$ cat config.mk
export PLATFORM = sky130hd
export DESIGN_NAME = conv_window_sequencer
export DESIGN_NICKNAME = d
export VERILOG_FILES = /design/src/rtl/conv_window_sequencer.sv
export SDC_FILE = /design/constraint.sdc
export NUM_CORES = 1
export LEC_CHECK = 0
export BUFFER_PORTS_ARGS = -buffer_cell sky130_fd_sc_hd__buf_4
export CAP_MARGIN = 20
export CORE_ASPECT_RATIO = 2
export CORE_MARGIN = 5
export CORE_UTILIZATION = 36
export CTS_BUF_LIST = sky130_fd_sc_hd__clkbuf_16
export DETAILED_ROUTE_END_ITERATION = 10
export HOLD_SLACK_MARGIN = 0.12
export PLACE_DENSITY = 0.62
export SLEW_MARGIN = 20
export SYNTH_ARGS = -nofsm -noshare
export SYNTH_HDL_FRONTEND = slang
export SYNTH_SLANG_ARGS = --single-unit
$ cat constraint.sdc
create_clock -name clk -period 4.39 [get_ports clk]
set_clock_uncertainty 0.15 [all_clocks]
set_input_delay 0 -clock clk [delete_from_list [all_inputs] [get_ports clk]]
set_output_delay 0 -clock clk [all_outputs]
set_load 0.03 [all_outputs]
$ cat src/rtl/conv_window_sequencer.sv
// rtl/conv_window_sequencer.sv - KxK window / tap address sequencer for the convolution datapath
module conv_window_sequencer #(
    parameter int IMG_W   = 16,
    parameter int K       = 3,
    parameter int STRIDE  = 1,
    parameter int ADDR_W  = 10,
    parameter int FADDR_W = 4
) (
    input  logic               clk,
    input  logic               reset,
    input  logic               start,
    input  logic               abort,
    input  logic               addr_ready,
    input  logic               win_ack,
    output logic               busy,
    output logic               done,
    output logic               addr_valid,
    output logic               ram_en,
    output logic [ADDR_W-1:0]  ram_addr,
    output logic [FADDR_W-1:0] rom_addr,
    output logic               tap_last,
    output logic               win_last
);
    localparam int OUT_W = (IMG_W - K) / STRIDE + 1;
    localparam logic [ADDR_W-1:0]  A_ONE    = ADDR_W'(1);
    localparam logic [ADDR_W-1:0]  COL_STEP = ADDR_W'(STRIDE);
    localparam logic [ADDR_W-1:0]  ROW_STEP = ADDR_W'(STRIDE * IMG_W);
    localparam logic [ADDR_W-1:0]  TAP_WRAP = ADDR_W'(IMG_W - K + 1);
    localparam logic [ADDR_W-1:0]  LAST_POS = ADDR_W'(OUT_W - 1);
    localparam logic [FADDR_W-1:0] F_ONE    = FADDR_W'(1);
    localparam logic [FADDR_W-1:0] KX_LAST  = FADDR_W'(K - 1);
    localparam logic [FADDR_W-1:0] ROM_LAST = FADDR_W'(K * K - 1);

    typedef enum logic [1:0] {IDLE, ISSUE, WAIT_ACK, FIN} state_t;

    state_t              state, n_state;
    logic [FADDR_W-1:0]  kx, n_kx;
    logic [ADDR_W-1:0]   col, n_col, row, n_row;
    logic [ADDR_W-1:0]   row_base, n_row_base, win_base, n_win_base, tap_off, n_tap_off;
    logic [ADDR_W-1:0]   n_ram_addr;
    logic [FADDR_W-1:0]  n_rom_addr;
    logic                n_tap_last, n_win_last, n_addr_valid, n_busy, n_done;

    assign ram_en = addr_valid & addr_ready;

    // Address = window base (row/col origin) + tap offset within the window; both stepped incrementally.
    always_comb begin
        n_state      = state;
        n_kx         = kx;
        n_col        = col;
        n_row        = row;
        n_row_base   = row_base;
        n_win_base   = win_base;
        n_tap_off    = tap_off;
        n_ram_addr   = ram_addr;
        n_rom_addr   = rom_addr;
        n_tap_last   = tap_last;
        n_win_last   = win_last;
        n_addr_valid = addr_valid;
        n_busy       = busy;
        n_done       = 1'b0;
        case (state)
            IDLE: begin
                if (start) begin
                    n_state      = ISSUE;
                    n_busy       = 1'b1;
                    n_addr_valid = 1'b1;
                    n_tap_last   = (ROM_LAST == '0);
                    n_win_last   = (LAST_POS == '0);
                end
            end
            ISSUE: begin
                if (addr_ready) begin
                    if (tap_last) begin
                        n_state      = WAIT_ACK;
                        n_addr_valid = 1'b0;
                    end else begin
                        if (kx == KX_LAST) begin
                            n_kx      = '0;
                            n_tap_off = tap_off + TAP_WRAP;
                        end else begin
                            n_kx      = kx + F_ONE;
                            n_tap_off = tap_off + A_ONE;
                        end
                        n_rom_addr = rom_addr + F_ONE;
                        n_ram_addr = win_base + n_tap_off;
                        n_tap_last = (n_rom_addr == ROM_LAST);
                    end
                end
            end
            WAIT_ACK: begin
                if (win_ack) begin
                    if (win_last) begin
                        n_state = FIN;
                        n_done  = 1'b1;
                    end else begin
                        if (col == LAST_POS) begin
                            n_col      = '0;
                            n_row      = row + A_ONE;
                            n_row_base = row_base + ROW_STEP;
                            n_win_base = row_base + ROW_STEP;
                        end else begin
                            n_col      = col + A_ONE;
                            n_win_base = win_base + COL_STEP;
                        end
                        n_kx         = '0;
                        n_tap_off    = '0;
                        n_rom_addr   = '0;
                        n_ram_addr   = n_win_base;
                        n_tap_last   = (ROM_LAST == '0);
                        n_win_last   = (n_col == LAST_POS) && (n_row == LAST_POS);
                        n_addr_valid = 1'b1;
                        n_state      = ISSUE;
                    end
                end
            end
            default: ;
        endcase
        // Abort wins over every other event; leaving FIN takes the same clean-slate path.
        if (abort || state == FIN) begin
            n_state      = IDLE;
            n_kx         = '0;
            n_col        = '0;
            n_row        = '0;
            n_row_base   = '0;
            n_win_base   = '0;
            n_tap_off    = '0;
            n_ram_addr   = '0;
            n_rom_addr   = '0;
            n_tap_last   = 1'b0;
            n_win_last   = 1'b0;
            n_addr_valid = 1'b0;
            n_busy       = 1'b0;
            n_done       = 1'b0;
        end
    end

    always_ff @(posedge clk or negedge reset) begin
        if (!reset) begin
            state      <= IDLE;
            kx         <= '0;
            col        <= '0;
            row        <= '0;
            row_base   <= '0;
            win_base   <= '0;
            tap_off    <= '0;
            ram_addr   <= '0;
            rom_addr   <= '0;
            tap_last   <= 1'b0;
            win_last   <= 1'b0;
            addr_valid <= 1'b0;
            busy       <= 1'b0;
            done       <= 1'b0;
        end else begin
            state      <= n_state;
            kx         <= n_kx;
            col        <= n_col;
            row        <= n_row;
            row_base   <= n_row_base;
            win_base   <= n_win_base;
            tap_off    <= n_tap_off;
            ram_addr   <= n_ram_addr;
            rom_addr   <= n_rom_addr;
            tap_last   <= n_tap_last;
            win_last   <= n_win_last;
            addr_valid <= n_addr_valid;
            busy       <= n_busy;
            done       <= n_done;
        end
    end
endmodule

=== Word level (Yosys, flattened, before mapping) ===
Index checks and enable logic that the tools add are counted.

* Input bits: 6
* Logic and storage cells: 140
* Output and inout bits: 20
* Flip-flop bits (word level): 75

* Reduce and logical (&&, ||, !) cells: 19
* Eq/ne operators: 15
* Add/sub/neg operators: 9
* Bitwise logic cells: 1
* Muxes and demuxes: 82

{| class="wikitable"
|+ Operators by type and width
! cell !! number
|-
| two-way mux 10 bit || 38
|-
| adder 10 x 1 -> 10 bit (second input constant) || 4
|-
| case mux 10 bit (2 select lines) || 2
|-
| two-way mux 4 bit || 9
|-
| equality test 10 x 4 -> 1 bit (second input constant) || 3
|-
| two-way mux 1 bit || 21
|-
| inequality test 3 bit (second input constant) || 6
|-
| case mux 4 bit (2 select lines) || 2
|-
| AND reduction 5 bit || 3
|-
| two-way mux 2 bit || 6
|-
| adder 10 bit || 1
|-
| adder 10 x 4 -> 10 bit (second input constant) || 1
|-
| adder 10 x 5 -> 10 bit (second input constant) || 1
|-
| nonzero test 2 bit || 5
|-
| adder 4 x 1 -> 4 bit (second input constant) || 2
|-
| case mux 1 bit (3 select lines) || 2
|-
| case mux 2 bit (3 select lines) || 1
|-
| AND reduction 3 bit || 2
|-
| AND reduction 6 bit || 1
|-
| nonzero test 3 bit || 2
|-
| equality test 2 bit (second input constant) || 2
|-
| equality test 4 x 2 -> 1 bit (second input constant) || 1
|-
| equality test 4 bit (second input constant) || 1
|-
| AND reduction 4 bit || 1
|-
| other kinds (9) || 9
|}

=== Logic depth before layout (Yosys ltp) ===
* Word-level depth: 11
* Depth in mapped cells: 14
* Mapped depth without buffers: 14

=== Worst setup path after synthesis ===
No wires, ideal clock.

* Path kind: register to register
* Start: register kx[0]
* End: register ram_addr[8]
* Period minus slack after synthesis: 3,414 ps
* Cell stages (with the launch flop): 14
* Arrival: 3,142 ps
* Path slack: 976 ps
* Setup time: 123 ps
* Path through: dfrtp_1 -> inv_1 -> ha_1 -> nor3b_1 -> a21oi_1 -> o21ai_0 -> xor2_1 -> ha_1 -> nand3_1 -> o2111ai_1 -> a21o_1 -> a21oi_1 -> mux2_2 -> o221a_2

* Cells in the longest elaborated chain, start to end: 10

{| class="wikitable"
|+ RTL lines
! item !! line !! RTL
|-
| start: declaration || 37 || <nowiki>logic [FADDR_W-1:0] kx, n_kx;</nowiki>
|-
| start signal: assignment || 156 || <nowiki>kx <= n_kx;</nowiki>
|-
| equality test 4 x 2 -> 1 bit || 78 || <nowiki>if (kx == KX_LAST) begin</nowiki>
|-
| two-way mux 10 bit || 78 ||
|-
| two-way mux 10 bit || 74 || <nowiki>if (tap_last) begin</nowiki>
|-
| two-way mux 10 bit || 73 || <nowiki>if (addr_ready) begin</nowiki>
|-
| two-way mux 10 bit || 62 || <nowiki>case (state)</nowiki>
|-
| adder 10 bit || 86 || <nowiki>n_ram_addr = win_base + n_tap_off;</nowiki>
|-
| two-way mux 10 bit || 74 ||
|-
| two-way mux 10 bit || 73 ||
|-
| case mux 10 bit (2 select lines) || 62 ||
|-
| two-way mux 10 bit || 120 || <nowiki>if (abort || state == FIN) begin</nowiki>
|-
| end signal: assignment || 162 || <nowiki>ram_addr <= n_ram_addr;</nowiki>
|-
| end: declaration || 19 || <nowiki>output logic [ADDR_W-1:0] ram_addr,</nowiki>
|}

No other way between the ends. The select of a mux whose other input is x is not followed.
A chain may end at the register's enable or synchronous reset.

=== Worst setup path in the final report ===
Same ends and word-level chain as after synthesis.

==> run_results.csv <==
group,metric,value,unit
timing,relSlewSlack,37.7,%
layout,final_cell_mix,"nor2_1, dfrtp_1, nand2_1",
pwr,power.density,417,nW/um2
clock_network,htreeDepth,3,
global_route,grt_max_degree,72,
detailed_routing,vias_per_cell,5.55,
floorplanning,placementRows,58,
layout,fillers,1254,
logic_synthesis,avgSynthCellArea,8.51,um2
timing,layout_min_cycle_time,3600,ps
logic_synthesis,synth_area_leaders,"dfrtp_1, ha_1, xnor2_1",
placed_design,dp_hpwl,9.05,mm
logic_synthesis,netlist_area,4560,um2
timing,final_max_slew_viol_count,0,
detailed_routing,finalWirelength,12.3,mm
detailed_routing,drt_iter0_markers,265,
floorplanning,die_x,89.6,um
run_status,outcome,"finished clean",
critical_path,cp_max_fo,7,
logic_synthesis,postSynthCellCount,536,
detailed_routing,routed-via-count,4000,
timing,post-route-worst-setup-slack,790,ps
detailed_routing,ant_nets,0,
floorplanning,die_area,15200,um2
critical_path,critPathArrivalTime,3680,ps
timing,rsz0062_at_grt,"false",
detailed_routing,detail_route.wl_per_cell,17.1,um
clock_network,ctsResizeCount,0,
logic_synthesis,synth_async_sr_flop_share,100,%
logic_synthesis,ys_types,56,
critical_path,crit_type,"flop to flop",
timing,whs,171,ps
global_route,grt.busiest_layer,"met2",
timing,period_share,82.0,%
logic_synthesis,synth-seq-cells,71,
critical_path,required,4470,ps
critical_path,start_kind,"flop",
critical_path,critPathCaptureType,"flop",
clock_network,root_buffer,"clkbuf_16",
logic_synthesis,synth_edf_count,0,
global_route,overflow,0,
global_route,grt_util_met2,32.5,%
layout,area_delta_synth_final,15.9,%
logic_synthesis,synth_ff_type,"dfrtp_1",
logic_synthesis,synth_top_area_share,39.0,%
pwr,vdd_drop_max,0.205,mV
flow_run,max_cap_viol_count,0,
timing,max_freq,278,MHz
logic_synthesis,synth.net_count,568,
clock_network,insertion_delay,340,ps
layout,drive_gt1_share,10.3,%
global_route,grt_util_met1,18.1,%
detailed_routing,drt_first_pass_iters,4,
clock_network,cts_sinks,71,
clock_network,cts_max_path_buffers,2,
global_route,grt_pass1_wl,20.6,mm
placed_design,io_buffers,25,
layout,fin_cells,721,
global_route,grt_pass1_vias,4164,
global_route,grt_util_all_layers,17.6,%
timing,setup_tns,0,ps
placed_design,dp.cells,700,
placed_design,gp_congestion,0.917,
floorplanning,pin_count,26,
floorplanning,core,12500,um2
clock_network,cts_tree,"yes",
min_path,hp-class,"input pin to async pin",
clock_network,path_clk_slew,60,ps
timing,setup_viol,0,
detailed_routing,drc_errors,0,
pwr,power.leakage,2.32,nW
placed_design,place_ws,816,ps
global_route,use_met3,2.58,%
clock_network,numCtsBuffers,9,
logic_synthesis,synth_top_area_cell,"dfrtp_1",
floorplanning,start_util,36.5,%
layout,diodes,0,
layout,final_core_util,42.3,%
timing,hold_viol,0,
logic_synthesis,synth_warnings,0,
layout,layout.nets,598,
global_route,antenna_found_initial,0,
floorplanning,die_y,169,um
logic_synthesis,ys_seq_area_share,39.0,%
timing,worstMarginPinSlew,935,ps
clock_network,postCtsSetupRepairBufs,0,
==> worst max-delay path, stage by stage, from the launching register on <==
cell	delay [ps]
dfrtp_1	430
inv_1	90
ha_1	160
nor3b_1	310
buf_4	220
a21oi_1	40
o21ai_0	330
xor2_1	240
ha_1	330
nand3_1	120
o2111ai_1	140
a21o_1	210
a21oi_1	140
mux2_2	340
o221a_2	240
==> sequential cells by signal, indices dropped and copies added, names as in the netlist <==
name / count
addr_valid: 1
busy: 1
col: 10
done: 1
kx: 4
ram_addr: 10
rom_addr: 4
row: 10
row_base: 6
state: 2
tap_last: 1
tap_off: 10
win_base: 10
win_last: 1
==> cell usage after synthesis, types with 4 or more instances <==
cell type  count
nand2_1       69
nor2_1        71
dfrtp_1       71
and3_1         7
a22o_1         5
ha_1          25
clkbuf_1      16
xnor2_1       32
nand4_1       13
mux2i_1        4
a21oi_1       33
xor2_1        20
o21ai_0       36
nor3_1        14
a31oi_1        7
o211ai_1       7
nand3_1       28
inv_1         14
==> cell type report <==
class	instances	area, um2	area share (%)
Clock inverter	7	80.1	1.52
Tap cell	150	188	3.55
Inverter	15	56.3	1.07
Timing Repair Buffer	39	305	5.78
Multi-Input combinational cell	430	2650	50.2
Clock buffer	9	225	4.26
Sequential cell	71	1780	33.6
==> report_power, final <==
| group | switching (mW) | internal [mW] | total [mW] |
|---|---|---|---|
| clock | 0.278 | 0.488 | 0.766 |
| combinational | 0.444 | 0.217 | 0.662 |
| sequential | 0.0614 | 0.715 | 0.777 |
| total | 0.783 | 1.42 | 2.20 |
==> metal layers <==
metal	up-vias	wire length (um)
li1	1951	-
met1	1936	4480
met2	76	7070
met3	37	277
met4	0	493
met5	-	0
==> logic make-up (layout without fill, tap and decap cells) <==
logic type | after synthesis | after routing | synth area share, %
adder cells (fa/ha/maj) | 26 | 26 | 7.30
multiplexers | 5 | 5 | 1.12
flip-flops | 71 | 71 | 39.0
XOR/XNOR | 52 | 52 | 9.99
AND/OR/NAND/NOR | 234 | 234 | 24.4
buffers and inverters | 35 | 70 | 3.02
AO/OA/AOI/OAI | 113 | 113 | 15.2
==> repair_timing <==
action                                  in CTS  in global routing
hold buffers                                 5                  0
endpoints found under the hold margin       91                  0
endpoints found under the setup margin       0                  0
==> worst paths after layout <==
kind	to	depth (start not counted)	slack (ps)	from
setup / recovery	ram_addr[8]	14	790	kx[0]
max in group asynchronous	row_base[4]	2	3290	reset
min in group clk	busy	4	330	start
setup reg to reg	ram_addr[8]	14	790	kx[0]
hold / removal	col[5]	2	170	reset
hold reg to reg	busy	2	360	busy
==> per-stage QoR <==
| stage | power (mW) | cell area, um2 |
|---|---|---|
| global route | 2.33 | 5280 |
| global placement | 1.43 | 4930 |
| floorplan | 1.20 | 4560 |
| detailed placement | 1.45 | 4930 |
| CTS | 2.22 | 5280 |
| finish | 2.20 | 5280 |
Note: power is estimated with default switching activity, not from simulation.
